File: src/rtl/core_iaddr_trans_tlb.sv
// rtl/core_iaddr_trans_tlb.sv - fetch address translation: DA, two DMW windows, refilling micro-TLB
package core_iaddr_trans_pkg;
  typedef struct packed {
    logic adef;
    logic tlbr;
    logic pif;
    logic ppi;
    logic ipe;
  } fetch_excp_t;

  typedef struct packed {
    logic [2:0] vseg;
    logic [2:0] pseg;
    logic [1:0] mat;
    logic       plv3;
    logic       plv0;
  } dmw_t;

  typedef struct packed {
    logic       da;
    logic [1:0] datf;
    logic [1:0] plv;
    dmw_t       dmw0;
    dmw_t       dmw1;
    logic [9:0] asid;
  } csr_t;

  typedef struct packed {
    logic        found;
    logic        v;
    logic [1:0]  plv;
    logic [1:0]  mat;
    logic [19:0] ppn;
    logic        ps21;
  } tlb_s_resp_t;
endpackage

module core_iaddr_trans_tlb
  import core_iaddr_trans_pkg::*;
#(
  parameter bit ENABLE_TLB   = 1'b1,
  parameter int UTLB_ENTRIES = 4,
  parameter int RESP_LATENCY = 1
) (
  input  logic        clk,
  input  logic        rst_n,
  input  logic        valid_i,
  input  logic [31:0] vaddr_i,
  input  logic        f_stall_i,
  output logic        ready_o,
  output logic [31:0] paddr_o,
  output logic        uncached_o,
  output fetch_excp_t fetch_excp_o,
  input  csr_t        csr_i,
  input  logic        flush_i,
  output logic [19:0] tlb_req_vppn_o,
  output logic        tlb_req_valid_o,
  input  logic        tlb_req_ready_i,
  input  tlb_s_resp_t tlb_resp_i
);
  localparam int PTR_W = $clog2(UTLB_ENTRIES);
  localparam logic [1:0] LAT = 2'(RESP_LATENCY);

  typedef enum logic [1:0] {S_IDLE, S_REQ, S_WAIT, S_FAULT} state_e;

  typedef struct packed {
    logic [19:0] tag;
    logic [9:0]  asid;
    logic        v;
    logic [1:0]  plv;
    logic [1:0]  mat;
    logic [19:0] ppn;
    logic        ps21;
  } utlb_entry_t;

  state_e                  state_q, state_d;
  logic [19:0]             req_vppn_q, req_vppn_d;
  logic [19:0]             fault_vppn_q, fault_vppn_d;
  logic [1:0]              wait_cnt_q, wait_cnt_d;
  logic [PTR_W-1:0]        ptr_q, ptr_d;
  logic [UTLB_ENTRIES-1:0] valid_q;
  utlb_entry_t             ent_q [UTLB_ENTRIES];
  logic [31:0]             paddr_q;
  logic                    uncached_q;
  fetch_excp_t             excp_q;

  logic             hit;
  logic [PTR_W-1:0] hit_idx;
  logic             dmw0_hit, dmw1_hit;
  logic             miss, fault_sel, ready;
  logic [31:0]      t_paddr;
  logic [1:0]       t_mat;
  fetch_excp_t      t_excp;
  logic             fill_en;
  utlb_entry_t      new_ent;

  // Fully-associative lookup; refill only follows a miss, so at most one entry can match.
  always_comb begin
    hit     = 1'b0;
    hit_idx = '0;
    for (int i = 0; i < UTLB_ENTRIES; i++) begin
      if (!hit && valid_q[i] && (ent_q[i].asid == csr_i.asid) &&
          (ent_q[i].ps21 ? (ent_q[i].tag[19:9] == vaddr_i[31:21])
                         : (ent_q[i].tag == vaddr_i[31:12]))) begin
        hit     = 1'b1;
        hit_idx = PTR_W'(i);
      end
    end
  end

  assign dmw0_hit = ((csr_i.dmw0.plv0 && csr_i.plv == 2'd0) || (csr_i.dmw0.plv3 && csr_i.plv == 2'd3)) &&
                    (csr_i.dmw0.vseg == vaddr_i[31:29]);
  assign dmw1_hit = ((csr_i.dmw1.plv0 && csr_i.plv == 2'd0) || (csr_i.dmw1.plv3 && csr_i.plv == 2'd3)) &&
                    (csr_i.dmw1.vseg == vaddr_i[31:29]);

  always_comb begin
    t_paddr   = vaddr_i;
    t_mat     = 2'd0;
    t_excp    = '0;
    miss      = 1'b0;
    fault_sel = 1'b0;
    if (csr_i.da) begin
      t_mat = csr_i.datf;
    end else if (dmw0_hit) begin
      t_paddr = {csr_i.dmw0.pseg, vaddr_i[28:0]};
      t_mat   = csr_i.dmw0.mat;
    end else if (dmw1_hit) begin
      t_paddr = {csr_i.dmw1.pseg, vaddr_i[28:0]};
      t_mat   = csr_i.dmw1.mat;
    end else if (!ENABLE_TLB) begin
      t_excp.adef = 1'b1;
    end else if (hit) begin
      t_paddr    = ent_q[hit_idx].ps21 ? {ent_q[hit_idx].ppn[19:9], vaddr_i[20:0]}
                                       : {ent_q[hit_idx].ppn, vaddr_i[11:0]};
      t_mat      = ent_q[hit_idx].mat;
      t_excp.pif = !ent_q[hit_idx].v;
      t_excp.ppi = ent_q[hit_idx].v && (csr_i.plv > ent_q[hit_idx].plv);
    end else if (state_q == S_FAULT && vaddr_i[31:12] == fault_vppn_q) begin
      fault_sel   = 1'b1;
      t_excp.tlbr = 1'b1;
    end else begin
      miss = (vaddr_i[1:0] == 2'b00);
    end
    // A misaligned fetch completes at once with adef, masking any translation fault.
    if (vaddr_i[1:0] != 2'b00) begin
      t_excp      = '0;
      t_excp.adef = 1'b1;
    end
  end

  assign ready = !(valid_i && miss);

  always_comb begin
    state_d      = state_q;
    req_vppn_d   = req_vppn_q;
    fault_vppn_d = fault_vppn_q;
    wait_cnt_d   = wait_cnt_q;
    ptr_d        = ptr_q;
    fill_en      = 1'b0;
    unique case (state_q)
      S_IDLE: begin
        if (valid_i && miss) begin
          state_d    = S_REQ;
          req_vppn_d = vaddr_i[31:12];
        end
      end
      S_REQ: begin
        if (tlb_req_ready_i) begin
          state_d    = S_WAIT;
          wait_cnt_d = 2'd1;
        end
      end
      S_WAIT: begin
        if (wait_cnt_q == LAT) begin
          if (tlb_resp_i.found) begin
            fill_en = 1'b1;
            ptr_d   = ptr_q + PTR_W'(1);
            state_d = S_IDLE;
          end else begin
            fault_vppn_d = req_vppn_q;
            state_d      = S_FAULT;
          end
        end else begin
          wait_cnt_d = wait_cnt_q + 2'd1;
        end
      end
      S_FAULT: begin
        if (valid_i && fault_sel && !f_stall_i) begin
          state_d = S_IDLE;
        end else if (valid_i && miss) begin
          state_d = S_IDLE;
        end
      end
      default: state_d = S_IDLE;
    endcase
    if (flush_i) begin
      state_d = S_IDLE;
      fill_en = 1'b0;
      ptr_d   = ptr_q;
    end
  end

  assign new_ent = '{tag: req_vppn_q, asid: csr_i.asid, v: tlb_resp_i.v, plv: tlb_resp_i.plv,
                     mat: tlb_resp_i.mat, ppn: tlb_resp_i.ppn, ps21: tlb_resp_i.ps21};

  always_ff @(posedge clk or negedge rst_n) begin
    if (!rst_n) begin
      state_q      <= S_IDLE;
      req_vppn_q   <= '0;
      fault_vppn_q <= '0;
      wait_cnt_q   <= '0;
      ptr_q        <= '0;
      valid_q      <= '0;
      for (int i = 0; i < UTLB_ENTRIES; i++) ent_q[i] <= '0;
      paddr_q      <= '0;
      uncached_q   <= 1'b0;
      excp_q       <= '0;
    end else begin
      state_q      <= state_d;
      req_vppn_q   <= req_vppn_d;
      fault_vppn_q <= fault_vppn_d;
      wait_cnt_q   <= wait_cnt_d;
      ptr_q        <= ptr_d;
      if (flush_i) begin
        valid_q <= '0;
      end else if (fill_en) begin
        valid_q[ptr_q] <= 1'b1;
        ent_q[ptr_q]   <= new_ent;
      end
      if (ready && !f_stall_i) begin
        paddr_q    <= t_paddr;
        uncached_q <= (t_mat != 2'd1);
        excp_q     <= t_excp;
      end
    end
  end

  assign ready_o         = ready;
  assign paddr_o         = paddr_q;
  assign uncached_o      = uncached_q;
  assign fetch_excp_o    = excp_q;
  assign tlb_req_valid_o = (state_q == S_REQ);
  assign tlb_req_vppn_o  = req_vppn_q;
endmodule

File: config.mk
export PLATFORM = sky130hd
export DESIGN_NAME = core_iaddr_trans_tlb
export DESIGN_NICKNAME = d
export VERILOG_FILES = /design/src/rtl/core_iaddr_trans_tlb.sv
export SDC_FILE = /design/constraint.sdc
export NUM_CORES = 1
export LEC_CHECK = 0
export CORE_MARGIN = 4
export CORE_UTILIZATION = 48
export CTS_CLUSTER_DIAMETER = 30
export DETAILED_ROUTE_END_ITERATION = 8
export DONT_BUFFER_PORTS = 1
export SYNTH_ARGS = -nofsm -noshare
export SYNTH_HDL_FRONTEND = slang
export SYNTH_SLANG_ARGS = --single-unit
File: constraint.sdc
create_clock -name clk -period 3.69 [get_ports clk]
set_input_delay 0.1845 -clock clk [delete_from_list [all_inputs] [get_ports clk]]
set_output_delay 0.1845 -clock clk [all_outputs]
set_load 0.01 [all_outputs]
After elaboration in Yosys (flattened, before gate mapping). Cells that the tools add are included.

Bits in registers: 312. Output and inout port bits: 60.

Bitwise operators: 5. Add/subtract/negate cells: 2. Magnitude comparators: 6. Equality and inequality tests: 27. Muxes and demuxes: 60. Reductions and logical operators: 45.

Operators by type and width (count): $bwmux W224 (1); $mux W32 (4); $bmux W56 S2 (1); $demux W56 S2 (1); $eq A20 B20 Y1 (5); $mux W56 (1); $mux W26 (2); $eq A11 B11 Y1 (4); $eq A10 B10 Y1 (4); $mux W2 (16); $logic_and A1 B1 Y1 (25); $mux W1 (24); $mux W21 (1); $mux W3 (3); $mux W4 (2); $pmux W2 S4 (1); $reduce_and A4 Y1 (2); $eq A2 B2 Y1 const B (3); $eq A3 B3 Y1 (2); $ge A3 B3 Y1 const B (2); $logic_not A1 Y1 (6); $logic_not A2 Y1 (3); $ne A3 B3 Y1 const B (2); $not A2 Y3 (2); 19 further kinds (28).

Logic depth before layout (Yosys ltp). Gate-level depths: netlist (run 1).

Word-level depth: 30. Depth in mapped cells: 20. Depth with buffers taken out: 15.

Worst setup path before layout (run 1). No wires, ideal clock.

Path kind: flip-flop to flip-flop. Start: register ent_q[43] in the netlist's numbering. End: register excp_q (netlist bit fetch_excp_o[1]). Buffers on the path: 4. Cell stages (with the launch flop): 18. Setup time: 0.095 ns. Slack: 0.349 ns. Data required time: 3.595 ns. Arrival: 3.245 ns. Cell sequence: dfrtp_1 > xor2_1 > nor4_1 > a41oi_1 > or3_1 > buf_2 > nand2b_1 > buf_4 > a21oi_2 > buf_6 > buf_6 > mux2_2 > nor2_1 > a21oi_1 > ha_1 > a21oi_1 > nand2_1 > o31ai_1.

Cells in the longest elaborated chain, start to end: 15.

RTL lines: from (decl) (line 82) `utlb_entry_t ent_q [UTLB_ENTRIES];`; from (signal, indexed assignment) (line 228) `ent_q[ptr_q] <= new_ent;`; $eq A20 B20 Y1 * (line 104) `: (ent_q[i].tag == vaddr_i[31:12]))) begin`; $mux W1 * (line 103) `(ent_q[i].ps21 ? (ent_q[i].tag[19:9] == vaddr_i[31:21])`; $logic_and A1 B1 Y1 * (line 102) `if (!hit && valid_q[i] && (ent_q[i].asid == csr_i.asid) &&`; $mux W2 (line 102); $not A2 Y3 (implied by the code) (line 137) `t_excp.ppi = ent_q[hit_idx].v && (csr_i.plv > ent_q[hit_idx].plv);`; $bmux W56 S2 (line 137); $mux W26 (implied by the code) (2 in a row) (line 137); $gt A2 B2 Y1 (line 137); $logic_and A1 B1 Y1 (line 137); $mux W2 (line 132) `end else if (hit) begin`; $mux W3 (line 127) `end else if (dmw1_hit) begin`; $mux W3 (line 124) `end else if (dmw0_hit) begin`; $mux W3 (line 122) `if (csr_i.da) begin`; $mux W5 (line 145) `if (vaddr_i[1:0] != 2'b00) begin`; to (signal assigned) (line 233) `excp_q <= t_excp;`; to (decl) (line 85) `fetch_excp_t excp_q;`.

Mark *: on every way between the ends. The rest lies on a longest branch, timed or not. The select of a mux whose other input is x is not followed. A chain may end at the register's enable or synchronous reset.

Final worst setup path (run 1).
Start: register ent_q[156] in the netlist's numbering. End: register paddr_q[29], in the netlist paddr_o[29].

Cells in the longest elaborated chain, start to end: 22.

RTL lines: $eq A20 B20 Y1 * (line 104); $mux W1 * (line 103); $logic_and A1 B1 Y1 * (line 102); $mux W1 (line 102); $logic_not A1 Y1 (line 102); $logic_and A1 B1 Y1 (3 in a row) (line 102); $mux W1 (line 102); $logic_not A1 Y1 (line 102); $logic_and A1 B1 Y1 (3 in a row) (line 102); $mux W2 (line 102); $not A2 Y3 (implied by the code) (line 133, 134); $bmux W56 S2 (line 133, 134); $mux W26 (2 in a row); $mux W32 (line 132); $mux W32 (line 127); $mux W32 (line 124); $mux W32 (line 122); to (signal assigned) (line 231) `paddr_q <= t_paddr;`; to (decl) (line 83) `logic [31:0] paddr_q;`.

Marked as above.

==> run_results.csv, run 1 <==
group,metric,value,unit
placed_design,io_buffers,0,
drt,drt-pass1-iter-count,5,
synth,synthAdderAreaFrac,0.00919,
timing,drv_slew,0,
critical_path,worstPathArrival,3.99,ns
clocking,clock_path_buffers,3,
timing,min_period,3.57,ns
synth,synth.top_cells.by_area,"dfrtp_1 52%, mux2_2 21%, xor2_1 6.2%",
synth,synth_top_flop_cell,"dfrtp_1",
timing,rsz0062_at_grt,"no",
synth,seq_area_frac_synth,0.520,
drt,wl_per_cell,24.8,um
synth,synth_xor_area_frac,0.0860,
layout,final_area,18900,um2
timing,finalHoldWorstSlack,-0.656,ns
floorplan,die_y,185,um
power_and_ir_drop,power.leakage,9.04,nW
synth,synth_edf_count,0,
timing,slew_headroom,0.359,
floorplan,start_util,0.488,
timing,fin_skew,0.0247,ns
clocking,cts_hold_buf,80,
floorplan,io_pins,160,
floorplan,die_area,34100,um2
synth,synth-compound-area-share,0.0597,
global_routing,grt_start_max_net_pins,312,
drt,vias,10400,
global_routing,antenna_found_initial,3,
drt,drt_iter0_drc,646,
synth,synth_top_family_by_area,"multiplexers",
floorplan,rows,64,
critical_path,cp_max_fo,12,
clocking,cts.root.buffer_cell,"clkbuf_16",
layout,final_util,0.615,
clocking,cts_buffers,74,
power_and_ir_drop,power.density,686,nW/um2
timing,hold_viol,311,
drt,routed_wirelength,44500,um
clocking,cts-htree-levels,3,
floorplan,coreArea,30700,um2
status,violations,"hold timing",
placed_design,placed_area,15400,um2
synth,synth.area.mux_share,0.217,
drt,antenna_left,0,
global_routing,grt_usage,0.262,
synth,synthArstFlopShare,1.00,
synth,avgSynthCellArea,12.1,um2
critical_path,rrSetupSlack,0.12,ns
critical_path,reg2reg_to,"paddr_o[29]",
synth,yosys.area.top_type,"dfrtp_1",
synth,syn-cell-area,15000,um2
critical_path,critPathLaunchType,"flip-flop",
power_and_ir_drop,finalPower,12.9,mW
placed_design,preCtsSetupSlack,0.257,ns
synth,ys_warn_count,0,
critical_path,r2r-start,"ent_q[156]",
drt,vias_per_cell,5.80,
floorplan,die_width,185,um
synth,synthCells,1235,
power_and_ir_drop,ir_worst_vdd,0.000522,V
status,status,"complete, but fails checks",
timing,setup_ws,0.123,ns
global_routing,grt_pass1_wl,67000,um
placed_design,dp_hpwl,27900,um
critical_path,worstPathRequired,4.12,ns
layout,area_delta_synth_final,26.0,%
synth,ys_types,59,
worst_hold_path,holdCritPathClass,"input pin to async pin",
critical_path,reg2reg_depth,12,
placed_design,place.gp.congestion,0.878,
synth,syn-num-nets,1346,
critical_path,cp-end-kind,"flip-flop",
clocking,clock_sinks,311,
clocking,clock_latency,0.57,ns
layout,fin_cells,1795,
timing,worstMarginPinSlew,0.960,ns
clocking,cts_setup_buffers,0,
flow_run,drv_cap,0,
timing,period_share,0.967,
global_routing,grt_overflow_total,0,
timing,fmax,280,MHz
synth,yosys_register_bits,311,
critical_path,endpoint,"paddr_o[29]",
global_routing,grt_pass1_vias,10800,
timing,setup_tns,0,ns
synth,synth_top_area_share,0.520,
critical_path,crit_path_start,"ent_q[156]",
layout,drive_above_1_share,0.327,
drt,drcViolationCount,0,
synth,synth_simple_gate_area_frac,0.0773,
placed_design,post-place-cells,1582,
clocking,cts_tree,"built",
critical_path,worstSetupPathType,"flip-flop to flip-flop",
timing,setup_viol,0,
layout,finalNetCount,1453,
clocking,clk_pin_slew,0.04,ns
layout,nFillCells,2452,
-- what timing repair did --
action,in CTS,in global routing
hold endpoints to repair,518,311
endpoints found under the setup margin,0,1
gates resized for setup,0,6
-- cells in the mapped netlist (2+ instances only) --
cell type,count
a221oi_1,2
buf_4,5
nor4_1,39
o21ai_0,19
buf_2,30
nand4b_1,3
a41oi_1,4
nand3_1,7
mux2_2,273
buf_1,2
a32oi_1,9
nand2_1,75
nor2_1,57
nand4_1,14
xor2_1,106
a211oi_1,2
or4_1,6
o31ai_1,3
a211o_1,8
buf_6,3
clkbuf_1,46
ha_1,11
a21oi_1,54
mux2i_1,16
xnor2_1,41
inv_1,17
o211ai_1,3
o21ai_1,9
or3_1,4
nand2b_1,6
o221ai_1,9
nor3_1,13
dfrtp_1,311
nor4b_1,2
o22ai_1,2
-- cell families after synthesis --
logic type               Yosys count
AND/OR/NAND/NOR                  235
buffers and inverters            103
XOR/XNOR                         147
other                              1
multiplexers                     290
adder cells (fa/ha/maj)           11
flip-flops                       311
AO/OA/AOI/OAI                    137
-- sequential cells by signal (all words and copies together) (netlist names), 4 cells and up --
register	cells
valid_q	4
fault_vppn_q	20
paddr_o	32
ent_q	224
tlb_req_vppn_o	20
fetch_excp_o	4
-- where the power goes --
part,total [mW],switching [mW],internal (mW)
registers,4.78,0.717,4.06
logic,1.43,0.609,0.825
clock network,6.73,2.01,4.72
total,12.9,3.34,9.61
-- critical path, stage by stage (launching register included) --
cell and delay (ns):
dfrtp_1 0.38, xor2_1 0.15, nor4_2 0.31, a41oi_1 0.28
or4_1 0.65, buf_4 0.23, nand4_1 0.15, buf_12 0.15
o21ai_0 0.08, mux2_2 0.28, nor3_1 0.12, dlygate4sd3_1 0.57
a21oi_1 0.07
-- layout make-up --
cell class | count | area, um2 | area share
clock inverters | 34 | 485 | 0.0257
repair buffers | 117 | 1120 | 0.0591
diodes | 1 | 2.50 | 0.000133
well taps | 396 | 495 | 0.0263
multi-input cells | 821 | 6800 | 0.360
inverters | 17 | 63.8 | 0.00338
flip-flops and latches | 311 | 7780 | 0.412
clock buffers | 98 | 2120 | 0.113
-- placed cells by master, fill, tap and decap left out, drive strengths merged, types with 4 or more instances in the layout --
master,n
o221ai,9
nand4,14
xnor2,41
clkbuf,98
mux2i,16
nand2,76
xor2,106
nor2,58
nor4,40
a41oi,4
nor3,13
clkinvlp,5
or4,6
mux2,274
inv,21
buf,37
nand3,7
dlygate4sd3,80
nand2b,6
a21oi,55
or3,4
ha,11
a211o,8
bufinv,10
a32oi,9
o21ai,28
dfrtp,311
clkinv,15
-- worst min path at each step --
stage,endpoint,slack [ns],start
after CTS,ent_q[120],-0.68,rst_n
final,ent_q[185],-0.66,rst_n
after global placement,ent_q[185],-0.09,rst_n
after global routing,ent_q[185],-0.68,rst_n
after detailed placement,ent_q[17],-0.09,rst_n
after floorplan,ent_q[0],-0.11,rst_n
-- routing by layer --
layer	up-vias	track usage	share of wire
met4	0	0.0969	0.035
met1	5336	0.350	0.42
met2	346	0.409	0.46
met5	-	0	0
met3	96	0.0738	0.082
li1	4628	-	-
Note: power is estimated with default switching activity, not from simulation.
==> inputs of run 2 (changes only) <==
- HOLD_SLACK_MARGIN: unset -> 0.03
==> run_results.csv, run 2 (synthesis results as in run 1) <==
group,metric,value,unit
status,status,"complete, but fails checks",
status,violations,"hold timing",
placed_design,place.gp.congestion,0.878,
critical_path,critPathBufInv,3,
power_and_ir_drop,power.leakage,9.05,nW
global_routing,grt_usage,0.261,
timing,setup_tns,0,ns
placed_design,dp_hpwl,27900,um
flow_run,drv_cap,0,
critical_path,crit_chain,"xor2_1, nor4_2, a41oi_1, or4_1, buf_4, nand4_1, buf_12, o21ai_0, mux2_2, nor3_1, dlygate4sd3_1, a21oi_1",
power_and_ir_drop,seq_power_share,0.369,
layout,area_delta_synth_final,26.1,%
timing,setup_viol,0,
timing,finalHoldWorstSlack,-0.659,ns
floorplan,die_area,34100,um2
drt,highest_layer,"met4",
drt,vias,10400,
critical_path,crit_slowest_cell,"or4_1",
placed_design,io_buffers,0,
global_routing,antenna_found_initial,3,
timing,min_period,3.58,ns
power_and_ir_drop,combPwrFrac,0.111,
global_routing,grt_pass1_vias,10800,
timing,worstMarginPinSlew,0.973,ns
clocking,cts_hold_buf,82,
clocking,clk_pin_slew,0.04,ns
clocking,clock_sinks,311,
floorplan,die_width,185,um
clocking,cts_buffers,74,
global_routing,grt_pass1_wl,67000,um
critical_path,cpPeakStageDelay,0.66,ns
floorplan,die_y,185,um
critical_path,path_depth,12,
global_routing,grt_overflow_total,0,
drt,routedLengthMet1,18800,um
critical_path,worstSetupPathType,"flip-flop to flip-flop",
timing,rsz0062_at_grt,"no",
drt,drt-pass1-iter-count,5,
drt,drt_iter0_drc,583,
clocking,cts.root.buffer_cell,"clkbuf_16",
power_and_ir_drop,p_clk_frac,0.520,
floorplan,io_pins,160,
power_and_ir_drop,power.density,685,nW/um2
clocking,clock_latency,0.57,ns
critical_path,cp-end-kind,"flip-flop",
drt,wl_per_cell,24.8,um
drt,antenna_left,0,
power_and_ir_drop,ir_worst_vdd,0.000519,V
drt,routed_wirelength,44500,um
layout,diodes,0,
drt,wl_met3,3450,um
layout,finalNetCount,1455,
critical_path,worstPathArrival,4.01,ns
global_routing,grt_start_max_net_pins,312,
clocking,clock_path_buffers,3,
timing,slew_headroom,0.350,
drt,wl_met2,20600,um
drt,drcViolationCount,0,
layout,largest_reg_flops,224,
layout,drive_above_1_share,0.326,
timing,fin_skew,0.0273,ns
power_and_ir_drop,p_switching,3.34,mW
floorplan,start_util,0.488,
floorplan,coreArea,30700,um2
critical_path,reg2reg_depth,12,
power_and_ir_drop,p_int,9.61,mW
timing,period_share,0.970,
timing,setup_ws,0.110,ns
drt,vias_per_cell,5.79,
floorplan,rows,64,
critical_path,cp_max_fo,12,
clocking,cts_tree,"built",
timing,hold_viol,311,
layout,mostFrequentLayoutCell,"dfrtp_1",
placed_design,preCtsSetupSlack,0.257,ns
critical_path,worstPathRequired,4.12,ns
power_and_ir_drop,p_sw_frac,0.258,
critical_path,critPathTopFamily,"simple AND/OR/NAND/NOR gates",
timing,drv_slew,0,
layout,layout_common_cells,"311 x dfrtp_1, 273 x mux2_2, 106 x xor2_1",
layout,nFillCells,2450,
timing,fmax,279,MHz
clocking,cts-htree-levels,3,
worst_hold_path,holdCritPathClass,"input pin to async pin",
layout,top_register,"ent_q",
critical_path,critPathLaunchType,"flip-flop",
==> run 2: cell count changes in the layout (fill, tap and decap cells not counted), sizes merged <==
cell | previous run | this run
dlygate4sd3 | 80 | 82
diode | 1 | 0
==> run 2: final timing paths <==
| kind | slack [ns] | start | endpoint |
|---|---|---|---|
| worst max-delay path | 0.11 | ent_q[156] | paddr_o[29] |
| worst min-delay path | -0.66 | rst_n | ent_q[185] |
| worst max register to register | 0.11 | ent_q[156] | paddr_o[29] |
| worst min register to register | 0.50 | ent_q[193] | ent_q[193] |
| max in group asynchronous | 3.76 | rst_n | tlb_req_vppn_o[12] |
| min in group clk | 0.06 | f_stall_i | paddr_o[15] |
==> run 2: cell type report <==
cell class	instances	area, um2	area share
Timing Repair Buffer	119	1140	0.0602
Clock inverter	34	485	0.0257
Multi-Input combinational cell	821	6800	0.360
Sequential cell	311	7780	0.412
Inverter	17	63.8	0.00338
Clock buffer	98	2120	0.112
Tap cell	396	495	0.0262
==> run 2: worst register-to-register path, delay by kind of cell (launching register included) <==
kind	cells	cell delay (ns)
and+or+nand+nor	4	1.24
DFF	1	0.38
xor gates and xnor gates	1	0.15
muxes	1	0.28
AOI/OAI and AO/OA	3	0.45
buffers and inverters	3	0.96
==> run 2: per-stage QoR <==
stage / total power, mW / cells / area (um2) / hold WS, ns / util
final: 12.9 / 1796 / 18900 / -0.659 / 0.616
after detailed placement: 6.12 / 1582 / 15400 / -0.0884 / 0.503
after global placement: 6.09 / 1582 / 15400 / -0.0891 / 0.503
after floorplan: 5.67 / 1235 / 15000 / -0.111 / -
after global routing: 13.5 / 1796 / 18900 / -0.677 / 0.616
after CTS: 13.0 / 1796 / 18900 / -0.682 / 0.615
==> run 2: routing by layer <==
layer  GRT usage  vias up
li1            -     4628
met1       0.350     5311
met2       0.408      363
met3      0.0742       92
met4      0.0989        0
met5           0        -
==> run 2: repair_timing <==
action	in CTS	in global routing
endpoints found under the hold margin	518	311
endpoints found under the setup margin	0	1
buffers inserted	0	0
resized for setup	0	6
==> run 2: power groups by stage <==
stage	logic, mW	clock network, mW	registers [mW]
floorplan	1.12	0	4.55
global placement	1.28	0	4.81
detailed placement	1.30	0	4.82
CTS	1.43	6.82	4.78
global route	1.58	7.02	4.86
finish	1.43	6.73	4.78
